[config.mk]
export PLATFORM = sky130hd
export DESIGN_NAME = serial_demux_deserializer
export DESIGN_NICKNAME = d
export VERILOG_FILES = /design/src/rtl/demux_pkg.sv /design/src/rtl/bit_decoder.sv /design/src/rtl/serial_demux_deserializer.sv
export SDC_FILE = /design/constraint.sdc
export NUM_CORES = 1
export LEC_CHECK = 0
export BUFFER_PORTS_ARGS = -buffer_cell sky130_fd_sc_hd__buf_4
export CORE_AREA = 2 2 48 50
export DETAILED_ROUTE_END_ITERATION = 10
export DIE_AREA = 0 0 50 52
export MAX_ROUTING_LAYER = met4
export PLACE_DENSITY = 0.71
export SLEW_MARGIN = 15
export SYNTH_ARGS = -nofsm -noshare
export SYNTH_HDL_FRONTEND = slang
export SYNTH_SLANG_ARGS = --single-unit
[constraint.sdc]
create_clock -name clk -period 2.1 [get_ports clk]
set_clock_uncertainty 0.05 [all_clocks]
set_input_delay 0.21 -clock clk [delete_from_list [all_inputs] [get_ports clk]]
set_output_delay 0.21 -clock clk [all_outputs]
set_load 0.02 [all_outputs]
[src/rtl/demux_pkg.sv]
`default_nettype none
// +--------------------------------------------------------------------------+
// | Package     : demux_pkg                                                  |
// | Description : Shared types, defaults and the slot-mapping helper for     |
// |               the serial demux/deserializer.                             |
// | Revision    : 1.0  initial release                                       |
// +--------------------------------------------------------------------------+
package demux_pkg;

   localparam int WIDTH_DEF = 8;
   localparam int SEL_W_DEF = 3;

   typedef enum logic [0:0] {
      IDLE    = 1'b0,
      COLLECT = 1'b1
   } dmx_state_t;

   // Maps the beat counter to the bit position of the word being assembled.
   // LSB-first streams fill data[0] first; MSB-first streams fill data[WIDTH-1] first.
   function automatic int unsigned slot_idx(input int unsigned sel,
                                            input int unsigned width,
                                            input bit          msb_first);
      return msb_first ? (width - 1 - sel) : sel;
   endfunction

endpackage
`default_nettype wire

[src/rtl/bit_decoder.sv]
`default_nettype none
// +--------------------------------------------------------------------------+
// | Module      : bit_decoder                                                |
// | Description : SEL_W -> WIDTH one-hot decoder gated by an enable; selects |
// |               which shadow bit receives the incoming serial bit.         |
// | Ports       : en_i      - enable; all outputs 0 when low                 |
// |               sel_i     - slot index                                     |
// |               onehot_o  - one-hot write strobe, bit sel_i set            |
// | Revision    : 1.0  initial release                                       |
// +--------------------------------------------------------------------------+
module bit_decoder #(
   parameter int WIDTH = 8,
   parameter int SEL_W = 3
) (
   input  logic             en_i,
   input  logic [SEL_W-1:0] sel_i,
   output logic [WIDTH-1:0] onehot_o
);

   for (genvar k = 0; k < WIDTH; k++) begin : g_dec
      assign onehot_o[k] = en_i && (sel_i == SEL_W'(k));
   end

endmodule
`default_nettype wire

[src/rtl/serial_demux_deserializer.sv]
`default_nettype none
// +--------------------------------------------------------------------------+
// | Module      : serial_demux_deserializer                                  |
// | Description : 1:WIDTH demultiplexer/deserializer. Each accepted serial   |
// |               bit is written into slot data[sel] of a shadow register;   |
// |               completed words are presented with a valid/ready handshake.|
// | Ports       : clk, rst_n       - clock, async active-low reset           |
// |               bit_in/bit_valid - serial bit and its accept strobe        |
// |               frame_start      - current beat is word slot 0 (resync)    |
// |               byte_out/byte_valid/byte_ready - parallel word handshake   |
// |               sel_out          - slot index for the next accepted bit    |
// |               overflow         - sticky: a completed word was dropped    |
// |               clear_ovf        - synchronous clear of overflow           |
// | Revision    : 1.0  initial release                                       |
// +--------------------------------------------------------------------------+
module serial_demux_deserializer
   import demux_pkg::*;
#(
   parameter int WIDTH     = WIDTH_DEF,
   parameter int SEL_W     = $clog2(WIDTH),
   parameter bit MSB_FIRST = 1'b0
) (
   input  logic             clk,
   input  logic             rst_n,
   input  logic             bit_in,
   input  logic             bit_valid,
   input  logic             frame_start,
   output logic [WIDTH-1:0] byte_out,
   output logic             byte_valid,
   input  logic             byte_ready,
   output logic [SEL_W-1:0] sel_out,
   output logic             overflow,
   input  logic             clear_ovf
);

   if (WIDTH < 2) begin : g_bad_width
      $error("serial_demux_deserializer: WIDTH must be >= 2");
   end
   if ((WIDTH & (WIDTH - 1)) != 0) begin : g_bad_pow2
      $error("serial_demux_deserializer: WIDTH must be a power of 2");
   end
   if (SEL_W != $clog2(WIDTH)) begin : g_bad_selw
      $error("serial_demux_deserializer: SEL_W must equal clog2(WIDTH)");
   end

   dmx_state_t       state_q;
   logic [SEL_W-1:0] sel_q;
   logic [WIDTH-1:0] shadow_q;
   logic [WIDTH-1:0] byte_q;
   logic             byte_valid_q;
   logic             overflow_q;

   logic [SEL_W-1:0] w_sel;
   logic [SEL_W-1:0] w_slot;
   logic [WIDTH-1:0] w_onehot;
   logic [WIDTH-1:0] w_word;
   logic             w_complete;
   logic             w_load;

   // A resync beat or an idle FSM both mean "this beat is slot 0",
   // so a stale counter can never misplace the first bit of a word.
   assign w_sel = (frame_start || (state_q == IDLE)) ? '0 : sel_q;
   assign w_slot = SEL_W'(slot_idx(32'(w_sel), WIDTH, MSB_FIRST));

   bit_decoder #(
      .WIDTH (WIDTH),
      .SEL_W (SEL_W)
   ) u_bit_decoder (
      .en_i     (bit_valid),
      .sel_i    (w_slot),
      .onehot_o (w_onehot)
   );

   // Final bit is merged combinationally so the finished word is
   // available on the same edge that accepts the last beat.
   assign w_word     = (shadow_q & ~w_onehot) | ({WIDTH{bit_in}} & w_onehot);
   assign w_complete = bit_valid && (w_sel == SEL_W'(WIDTH - 1));
   assign w_load     = w_complete && (!byte_valid_q || byte_ready);

   always_ff @(posedge clk or negedge rst_n) begin
      if (!rst_n) begin
         state_q      <= IDLE;
         sel_q        <= '0;
         shadow_q     <= '0;
         byte_q       <= '0;
         byte_valid_q <= 1'b0;
         overflow_q   <= 1'b0;
      end else begin
         if (bit_valid) begin
            shadow_q <= w_word;
            sel_q    <= w_sel + SEL_W'(1);
            state_q  <= w_complete ? IDLE : COLLECT;
         end else if (frame_start) begin
            sel_q   <= '0;
            state_q <= IDLE;
         end

         // Drain-on-completion keeps byte_valid high while swapping in the new word.
         if (w_load) begin
            byte_q       <= w_word;
            byte_valid_q <= 1'b1;
         end else if (byte_valid_q && byte_ready) begin
            byte_valid_q <= 1'b0;
         end

         // Setting wins over a simultaneous clear so a drop is never lost.
         if (w_complete && !w_load) begin
            overflow_q <= 1'b1;
         end else if (clear_ovf) begin
            overflow_q <= 1'b0;
         end
      end
   end

   assign byte_out   = byte_q;
   assign byte_valid = byte_valid_q;
   assign sel_out    = sel_q;
   assign overflow   = overflow_q;

endmodule
`default_nettype wire

== Yosys cells after proc, flatten, opt, wreduce, memory -nomap -nowiden ==
Cells that the tools add are included.
Cells by class
  reduce and logical (&&, ||, !) cells: 19
  add/sub/neg operators: 1
  multiplexer cells: 10
  equal/unequal tests: 7
  bitwise gates (word level): 5
Operator list (number)
  $and 8x8->8: 2
  $eq 3x3->1 const B: 4
  $logic_and 1x1->1: 11
  $mux 3: 3
  $not 8->8: 1
  $or 8x8->8: 1
  $mux 1: 7
  $eq 3x2->1 const B: 2
  $reduce_bool 2->1: 3
  $add 3x1->3 const B: 1
  $eq 3x1->1 const B: 1
  $logic_not 3->1: 1
  $logic_not 1->1: 2
  $logic_or 1x1->1: 2
  $not 1->1: 1
Storage, ports and cells
  flip-flop bits (word level): 22
  bits of input ports: 7
  output and inout port bits: 13

== Depth between registers and ports, before layout ==
Gate-level depths: netlist of run 1.
  word-level depth: 9
  mapped depth: 9
  gate-level depth less buffers: 7

== Hierarchy ==
A second synthesis of run 1 with hierarchy kept.
Second synthesis, totals
  cells, all modules: 88
  area, all modules: 1194.9 µm²
By module, submodules not included
  serial_demux_deserializer: area an instance 1098.6 µm², times used 1, sequential area each 550.5 µm², cells each 80
  bit_decoder: area an instance 96.3 µm², times used 1, sequential area each 0.0 µm², cells each 8

== Least setup slack after synthesis of run 1 ==
Ideal clock, no wire load.
  path type: register to register
  start: register sel_q[0], in the netlist sel_out[0]
  end: register byte_q[3], in the netlist byte_out[3]
  setup slack: 0.149 ns
  path buffers: 3
  arrival: 1.776 ns
  stages on the path, launching flop included: 10
  setup time: 0.125 ns
  cells stage by stage: dfrtp_1 > buf_2 > nand2_1 > nor2_1 > ha_1 > and2_4 > buf_6 > and2_4 > buf_6 > mux2_4
On the way
  word-level cells in the longest chain between the ends: 6
  elaborated cells between the ends (all ways): 10
  classes of those cells: eq/ne: 2; mux: 1; bitwise: 4; reduce/logical: 3
Ends and longest elaborated chain
  start, declared: RTL line serial_demux_deserializer.sv:47  | logic [SEL_W-1:0] sel_q;
  start signal, assigned: RTL line serial_demux_deserializer.sv:91  | sel_q <= w_sel + SEL_W'(1);
  $mux 3 (*): RTL line serial_demux_deserializer.sv:62  | assign w_sel = (frame_start || (state_q == IDLE)) ? '0 : sel_q;
  $eq 3x2->1: RTL line bit_decoder.sv:21  | assign onehot_o[k] = en_i && (sel_i == SEL_W'(k));
  $logic_and 1x1->1: RTL line bit_decoder.sv:21
  $not 8->8: RTL line serial_demux_deserializer.sv:76  | assign w_word = (shadow_q & ~w_onehot) | ({WIDTH{bit_in}} & w_onehot);
  $and 8x8->8: RTL line serial_demux_deserializer.sv:76
  $or 8x8->8: RTL line serial_demux_deserializer.sv:76
  end signal, assigned: RTL line serial_demux_deserializer.sv:100  | byte_q <= w_word;
  end, declared: RTL line serial_demux_deserializer.sv:49  | logic [WIDTH-1:0] byte_q;
Every way passes the cells marked *; elsewhere a longest branch is shown, timed or not.
A chain may end at the register's enable or synchronous reset.

== Final worst setup path of run 1 ==
  start: register state_q
  end: register byte_q[3], in the netlist byte_out[3]
On the way
  word-level cells in the longest chain between the ends: 8
  elaborated cells between the ends (all ways): 12
  classes of those cells: eq/ne: 2; mux: 1; bitwise: 5; reduce/logical: 4
Ends and longest elaborated chain
  start, declared: RTL line serial_demux_deserializer.sv:46  | dmx_state_t state_q;
  start signal, assigned: RTL line serial_demux_deserializer.sv:92  | state_q <= w_complete ? IDLE : COLLECT;
  $not 1->1 (*): RTL line serial_demux_deserializer.sv:62
  $logic_or 1x1->1 (*): RTL line serial_demux_deserializer.sv:62
  $mux 3 (*): RTL line serial_demux_deserializer.sv:62
  $eq 3x2->1: RTL line bit_decoder.sv:21
  $logic_and 1x1->1: RTL line bit_decoder.sv:21
  $not 8->8: RTL line serial_demux_deserializer.sv:76
  $and 8x8->8: RTL line serial_demux_deserializer.sv:76
  $or 8x8->8: RTL line serial_demux_deserializer.sv:76
Marks and branches as above.

==> results of run 1 <==
-- repair_timing --
item / CTS / global route
hold endpoints to repair: 21 / 0
hold buffers: 1 / 0
setup buffers: 0 / 0
-- routing by layer --
layer / vias up / routed length, um / global-route usage, %
li1: 389 / - / -
met1: 386 / 930 / 22.57
met2: 28 / 941 / 29.17
met3: 10 / 88 / 3.736
met4: 0 / 73 / 12.96
met5: - / 0 / -
-- state kept, by name, summed over array words and instances, names as in the netlist --
| signal | cells |
|---|---|
| byte_valid | 1 |
| sel_out | 3 |
| byte_out | 8 |
| overflow | 1 |
| state_q | 1 |
| shadow_q | 7 |
-- report_power, final --
group	total [mW]	leakage [nW]	internal, mW	switching, mW
registers	0.439	0.282	0.427	0.0114
clock network	0.192	0.0177	0.0710	0.121
logic	0.103	0.318	0.0451	0.0579
total	0.734	0.618	0.543	0.190
-- through the flow --
stage | hold slack, ns | total power, mW
2_1_floorplan | -0.1356 | 0.5049
3_3_place_gp | 0.05237 | 0.5459
3_5_place_dp | 0.05558 | 0.5488
4_1_cts | 0.02908 | 0.7417
5_1_grt | 0.02645 | 0.7790
6_report | 0.03643 | 0.7338
-- path summary, 6_finish.rpt --
| path | start | slack (ns) | cells after the start | to |
|---|---|---|---|---|
| worst max-delay path | state_q | 0.18 | 6 | byte_out[3] |
| worst min-delay path | clear_ovf | 0.04 | 2 | overflow |
| worst max register to register | state_q | 0.18 | 6 | byte_out[3] |
| worst min register to register | shadow_q[4] | 0.47 | 2 | shadow_q[4] |
| max in group asynchronous | rst_n | 1.54 | 2 | shadow_q[6] |
| min in group asynchronous | rst_n | 0.25 | 2 | overflow |
-- worst max-delay path, delay by kind of cell, from the launching register on --
kind | cells | cell delay, ns
simple gates | 4 | 0.75
mux | 1 | 0.31
flops | 1 | 0.49
fa+ha+maj | 1 | 0.22
-- cell usage in the layout, fill, tap and decap left out, types with 3 or more instances in the layout --
cell type and count:
dfrtp_1 21, buf_4 21, nand2_1 15, o21ai_0 9, a21oi_1 6, inv_1 5, nand2b_1 5, a31oi_1 5
nor2_1 3, clkbuf_4 3
-- cells by family (layout without fill, tap and decap cells) --
logic type                 after synthesis  count (layout)  share of synthesized area [%]
and+or+nand+nor                         37              37                          20.78
AOI/OAI and AO/OA                       24              24                          13.61
DFF                                     21              21                          51.03
buffers and inverters                   10              31                          6.075
muxes                                    5               5                          6.075
adders and majority gates                2               2                          2.430
-- area by class of cell --
class	count	area (um2)	area share, %
Clock inverter	1	5.005	0.4115
Timing Repair Buffer	22	167.7	13.79
Tap cell	28	35.03	2.881
Sequential cell	21	525.5	43.21
Clock buffer	3	22.52	1.852
Multi-Input combinational cell	68	441.7	36.32
Inverter	5	18.77	1.543
==> metrics.yaml, run 1 <==
final.setup.tns_ns: 0
place.gp.congestion: 0.8287
cp.arrival_ns: 2.07
crit_path_start_kind: "register"
yosysSeqAreaShare_pct: 51.03
groute.usage.overall_pct: 18.96
worstMarginPinSlew_ns: 0.3858
endpoint_kind: "register"
crit_chain: "nand2b_1 > nor2_1 > ha_1 > and2_4 > and2_4 > mux2_4"
yosysUniqueCellTypes: 29
required_ns: 2.25
power_density_mw_per_mm2: 603.3
dp_hpwl_um: 1498
yosysWarnings: 0
ys_seq_elements: 21
via_per_inst: 5.493
path_class: "register to register"
maxSlewHeadroom_pct: 73.93
cts_tree: "done"
ir_worst_vdd_mv: 0.3328
place_area_mm2: 0.001179
post-place-ws_ns: 0.2570
design_area_mm2: 0.001216
slowest_delay_ns: 0.49
nFillCells: 179
drv_cap: 0
dr.pass1.iters: 4
syn-mean-instance-area_um2: 10.40
ys_top_cells_by_count: "21 x dfrtp_1, 15 x nand2_1, 9 x o21ai_0"
drv_slew: 0
rsz0062_at_grt: "false"
grt_pass1_wl_um: 3470
first_global_vias: 767
post_drt_wl_per_cell_um: 13.74
cp_max_fo: 8
clock_path_buffers: 2
cpMostUsedCell: "and2_4"
vias: 813
start_util_pct: 48.90
syn_inst: 99
status: "finished clean"
die_w_um: 50
first_iter_violations: 24
io_pins: 20
antenna_found_initial: 0
syn_area_mm2: 0.001030
synth_ff_type: "dfrtp_1"
core_region_area_mm2: 0.002106
grt_max_degree: 22
finalHoldViolCount: 0
clock.fmax_ghz: 0.5197
setup_ws_ns: 0.1760
rows: 17
h-tree-depth: 1
postLayoutCoreUtil_pct: 57.75
numClockSinks: 21
die_h_um: 52
drc_errors: 0
synth_top_area_share_pct: 51.03
synth_area_leaders: "dfrtp_1 51%, nand2_1 5.5%, o21ai_0 4.4%"
p_leak_nw: 0.6181
synth-edff-count: 0
yosysMostFrequentCell: "dfrtp_1"
root_buffer: "clkbuf_4"
min_path_type: "input port to register"
synthArstFlopShare_pct: 100.0
syn_nets: 108
drive_gt1_share_pct: 29.17
period_share_pct: 91.62
crit_slowest_cell: "dfrtp_1"
grt-ovfl-total: 0
finalCriticalPeriod_ns: 1.924
drt_wl_total_um: 2033
ant_nets: 0
cts-resized-gates: 0
instances_no_fill: 148
dieArea_mm2: 0.002600
fin_nets: 130
diodes: 0
finalSetupViolations: 0
clk_latency_ns: 0.30
port_buffers: 19
yosysTopAreaCell: "dfrtp_1"
place_inst: 143
area_growth_syn_to_layout_pct: 18.10
cts_buffers: 3
clk_pin_slew_ns: 0.11
Note: power is estimated with default switching activity, not from simulation.
==> run 2: changes to the inputs <==
--- a/config.mk
+++ b/config.mk
@@ -6,12 +6,13 @@
 export NUM_CORES = 1
 export LEC_CHECK = 0
 export BUFFER_PORTS_ARGS = -buffer_cell sky130_fd_sc_hd__buf_4
-export CORE_AREA = 2 2 48 50
+export CORE_AREA = 2 2 51 53
 export DETAILED_ROUTE_END_ITERATION = 10
-export DIE_AREA = 0 0 50 52
+export DIE_AREA = 0 0 53 55
 export MAX_ROUTING_LAYER = met4
 export PLACE_DENSITY = 0.71
 export SLEW_MARGIN = 15
 export SYNTH_ARGS = -nofsm -noshare
 export SYNTH_HDL_FRONTEND = slang
+export SYNTH_HIERARCHICAL = 1
 export SYNTH_SLANG_ARGS = --single-unit
==> run 2 against run 1 <==
Combinational power is essentially flat. Wire length shrank 2.4%. Sequential power grew 3%. Utilization grew 2.1 points. Via count shrank 8.7%. Hold slack lost 0.0089 ns. Synthesized area grew 16%. Critical endpoint is now byte_out[0]. Largest cell class is now multi-input gates. Largest power group unchanged.
==> metrics.yaml, run 2 <==
status: "finished clean"
yosysUniqueCellTypes: 22
clk_latency_ns: 0.30
ys_top_cells_by_count: "22 x dfrtp_1, 15 x mux2_2, 11 x nand2_1"
power_density_mw_per_mm2: 559.5
root_buffer: "clkbuf_4"
yosysTopAreaCell: "dfrtp_1"
synthArstFlopShare_pct: 100.0
finalHoldViolCount: 0
syn_nets: 97
postLayoutCoreUtil_pct: 59.84
io_pins: 20
port_buffers: 19
dp_hpwl_um: 1392
place.gp.congestion: 0.8216
layout_commonest_cell: "dfrtp_1"
design_area_mm2: 0.001415
grt_max_degree: 25
grt_pass1_wl_um: 3298
r2r_cells: 6
timing.rr.end: "byte_out[0]"
worstMarginPinSlew_ns: 0.2847
clock.fmax_ghz: 0.5058
cp-startpoint: "state_q"
cts_buffers: 3
antenna_found_initial: 0
path_class: "register to register"
yosysMostFrequentCell: "dfrtp_1"
power_mw: 0.7917
layout_common_cells: "22 x dfrtp_1, 21 x buf_4, 15 x mux2_2"
syn-mean-instance-area_um2: 13.58
holdPathEnd: "overflow"
rsz0062_at_grt: "false"
area_growth_syn_to_layout_pct: 18.43
dr.pass1.iters: 4
fin_hold_ws_ns: 0.02754
synth_area_leaders: "dfrtp_1 46%, mux2_2 14%, mux2_4 13%"
first_iter_violations: 4
groute.usage.overall_pct: 16.64
holdCritStartpoint: "clear_ovf"
numClockSinks: 22
die_h_um: 55
finalSetupViolations: 0
period_share_pct: 94.15
cp_max_fo: 8
grt-ovfl-total: 0
drt_wl_total_um: 1985
crit_path_start_kind: "register"
die_w_um: 53
syn_inst: 88
rows: 18
maxSlewHeadroom_pct: 81.02
cp.arrival_ns: 2.13
ir_worst_vdd_mv: 0.3233
start_util_pct: 50.53
post_drt_wl_per_cell_um: 14.08
rrSetupSlack_ns: 0.12
cts_tree: "done"
p_leak_nw: 0.7104
endpoint_kind: "register"
first_global_vias: 685
ys_seq_elements: 22
core_region_area_mm2: 0.002365
h-tree-depth: 1
drv_cap: 0
drive_gt1_share_pct: 57.66
syn_area_mm2: 0.001195
diodes: 0
yosysWarnings: 6
drc_errors: 0
synth_ff_type: "dfrtp_1"
fin_nets: 121
synth-edff-count: 0
clk_pin_slew_ns: 0.13
ant_nets: 0
final.setup.tns_ns: 0
rr_startpoint: "state_q"
dieArea_mm2: 0.002915
vias: 742
clock_path_buffers: 2
yosysSeqAreaShare_pct: 46.07
drv_slew: 0
finalCriticalPeriod_ns: 1.977
place_area_mm2: 0.001365
required_ns: 2.25
synth_top_area_share_pct: 46.07
hold-path-cell-count: 2
min_path_type: "input port to register"
via_per_inst: 5.262
run 2: critical path, cell delays in order (launching register included):
cell	delay [ns]
dfrtp_1	0.39
nor2b_2	0.17
and2_1	0.17
buf_4	0.16
nor4b_2	0.32
mux2_2	0.37
mux2_4	0.25
run 2: how the worst max path moves through the flow:
| stage | cells past startpoint | slack, ns | to |
|---|---|---|---|
| floorplan | 8 | 0.21 | byte_out[0] |
| global placement | 6 | 0.18 | byte_out[0] |
| detailed placement | 6 | 0.13 | byte_out[0] |
| CTS | 6 | 0.12 | byte_out[0] |
| global route | 6 | 0.001 | byte_out[0] |
| finish | 6 | 0.12 | byte_out[0] |
run 2: logic make-up (layout without fill, tap and decap cells):
kind of cell,Yosys count,in the layout,share of synthesized area (%)
compound gates,3,3,1.675
fa+ha+maj,2,2,2.094
buf+inv,6,29,4.398
flops,22,22,46.07
mux,26,26,27.54
simple gates,29,29,18.22
run 2: power breakdown:
| group | switching [mW] | internal (mW) |
|---|---|---|
| combinational | 0.0462 | 0.0567 |
| clock | 0.129 | 0.106 |
| sequential | 0.0106 | 0.444 |
run 2: what timing repair did:
item	in CTS	in global routing
setup endpoints to repair	0	8
hold buffers	1	0
setup buffers	0	0
hold endpoints to repair	22	0
gates resized for setup	0	2
run 2: stage by stage:
| stage | instances | worst slack [ns] |
|---|---|---|
| after floorplan | 88 | 0.2088 |
| after global placement | 136 | 0.1836 |
| after detailed placement | 136 | 0.1322 |
| after CTS | 141 | 0.1227 |
| after global routing | 141 | 0.001052 |
| final | 141 | 0.1229 |
run 2: layer usage:
layer	share of wire (%)	vias up	global-route usage [%]	wire length [um]
li1	-	357	-	-
met1	45	369	21.54	899
met2	50	14	26.04	990
met3	4.0	2	3.226	80
met4	0.76	0	6.410	15
met5	0	-	-	0
run 2: cell type report:
cell class,count,area [um2]
clock buffers,4,36.28
multi-input cells,60,595.6
well taps,30,37.54
repair buffers,23,187.7
flip-flops and latches,22,550.5
inverters,2,7.507
fillers,217,949.7
==> run 3: changes to the inputs <==
--- a/config.mk
+++ b/config.mk
@@ -6,11 +6,11 @@
 export NUM_CORES = 1
 export LEC_CHECK = 0
 export BUFFER_PORTS_ARGS = -buffer_cell sky130_fd_sc_hd__buf_4
-export CORE_AREA = 2 2 51 53
+export CORE_AREA = 2 2 77 42
 export DETAILED_ROUTE_END_ITERATION = 10
-export DIE_AREA = 0 0 53 55
+export DIE_AREA = 0 0 79 44
 export MAX_ROUTING_LAYER = met4
-export PLACE_DENSITY = 0.71
+export PLACE_DENSITY = 0.62
 export SLEW_MARGIN = 15
 export SYNTH_ARGS = -nofsm -noshare
 export SYNTH_HDL_FRONTEND = slang
==> run 3 against run 2 <==
Sequential share of layout area down 0.74 points. First-iteration DRC count rose to 11 times the previous value. Final cell count up 7.1%. Die area up 19%. Largest cell class unchanged. Largest power group unchanged. Total power up 8.7%. Design area up 1.9%. Critical path type unchanged. Utilization down 9.0 points. Via count down 0.54%. Wire length up 12%. Fmax about the same. Critical path depth up 1.
==> metrics.yaml, run 3 (synthesis results as in run 2) <==
cp_top_family: "simple AND/OR/NAND/NOR gates"
crit_slowest_cell: "dfrtp_1"
h-tree-depth: 1
clock_path_buffers: 2
post_cts_buffers: 0
dr_wl_met2_um: 1004
die_w_um: 79
wl_met1_um: 1130
dr.pass1.iters: 4
final.setup.tns_ns: 0
first_global_vias: 767
first_iter_violations: 42
grt_max_degree: 25
finalHoldViolCount: 0
finalSetupViolations: 0
start_util_pct: 42.11
layout_commonest_cell: "dfrtp_1"
clk_latency_ns: 0.26
drv_slew: 0
die_h_um: 44
instances_no_fill: 151
clk_pin_slew_ns: 0.08
groute.usage.overall_pct: 15.89
power_density_mw_per_mm2: 596.6
grt-ovfl-total: 0
required_ns: 2.20
grt_pass1_wl_um: 3919
ir_worst_vdd_mv: 0.3049
vias: 738
cp.arrival_ns: 2.07
area_growth_syn_to_layout_pct: 20.73
core_region_area_mm2: 0.002838
port_buffers: 19
ant_nets: 0
crit_chain: "nor2b_1 > and2_1 > ha_1 > nand2_4 > nor2b_4 > buf_12 > mux2_4"
cp_max_fo: 9
rows: 14
routed.top_layer: "met4"
diodes: 0
drt_wl_total_um: 2230
dieArea_mm2: 0.003476
min_path_type: "input port to register"
status: "finished clean"
cts_buffers: 3
post_drt_wl_per_cell_um: 14.77
dr_wl_met3_um: 81
maxSlewHeadroom_pct: 80.30
nFillCells: 251
place.gp.congestion: 0.6920
rsz0062_at_grt: "false"
drv_cap: 0
drc_errors: 0
clock.fmax_ghz: 0.5056
crit_path_start_kind: "register"
endpoint_kind: "register"
period_share_pct: 94.18
via_per_inst: 4.887
p_leak_nw: 0.7160
dp_hpwl_um: 1583
drive_gt1_share_pct: 55.86
fin_nets: 121
layout_common_cells: "22 x dfrtp_1, 21 x buf_4, 15 x mux2_2"
slowest_delay_ns: 0.34
finalCriticalPeriod_ns: 1.978
root_buffer: "clkbuf_8"
cts_tree: "done"
antenna_found_initial: 0
worstMarginPinSlew_ns: 0.2955
io_pins: 20
cp_num_buf_inv: 1
path_class: "register to register"
place_inst: 146
numClockSinks: 22
[run 3: final cells by class]
type / instances / area, um2 / area share [%]
Timing Repair Buffer: 23 / 187.7 / 13.01
Tap cell: 40 / 50.05 / 3.469
Inverter: 2 / 7.507 / 0.5204
Sequential cell: 22 / 550.5 / 38.16
Multi-Input combinational cell: 60 / 591.8 / 41.02
Clock buffer: 4 / 55.05 / 3.816
[run 3: final timing paths]
| check | startpoint | end | slack, ns | cells past startpoint |
|---|---|---|---|---|
| hold / removal | clear_ovf | overflow | 0.1 | 2 |
| max in group asynchronous | rst_n | state_q | 1.44 | 2 |
| min in group asynchronous | rst_n | byte_valid | 0.33 | 2 |
| setup / recovery | state_q | byte_out[5] | 0.12 | 7 |
| hold reg to reg | shadow_q[4] | shadow_q[4] | 0.46 | 1 |
| setup reg to reg | state_q | byte_out[5] | 0.12 | 7 |
[run 3: through the flow]
stage / instance area (um2) / power [mW] / hold WS [ns] / setup WS (ns) / util [%]
3_5_place_dp: 1378 / 0.5672 / 0.07123 / 0.1412 / 48.55
3_3_place_gp: 1378 / 0.5610 / 0.07075 / 0.1898 / 48.55
2_1_floorplan: 1195 / 0.5294 / -0.1356 / 0.2088 / -
5_1_grt: 1443 / 0.9168 / 0.08205 / 0.01046 / 50.84
4_1_cts: 1443 / 0.8754 / 0.07933 / 0.1069 / 50.84
6_report: 1443 / 0.8606 / 0.09592 / 0.1223 / 50.84
[run 3: routing by layer]
metal | GRT usage, % | up-vias
li1 | - | 357
met1 | 21.16 | 366
met2 | 24.24 | 13
met3 | 5.000 | 2
met4 | 3.103 | 0
met5 | - | -
[run 3: power breakdown]
part	switching, mW	internal (mW)	leakage (nW)
clock	0.135	0.167	0.0288
combinational	0.0481	0.0562	0.391
sequential	0.0107	0.444	0.296
total	0.194	0.667	0.716
[run 3: what timing repair did]
action | 4_1_cts | 5_1_grt
gates resized for setup | 0 | 0
hold endpoints to repair | 22 | 0
hold buffers | 1 | 0
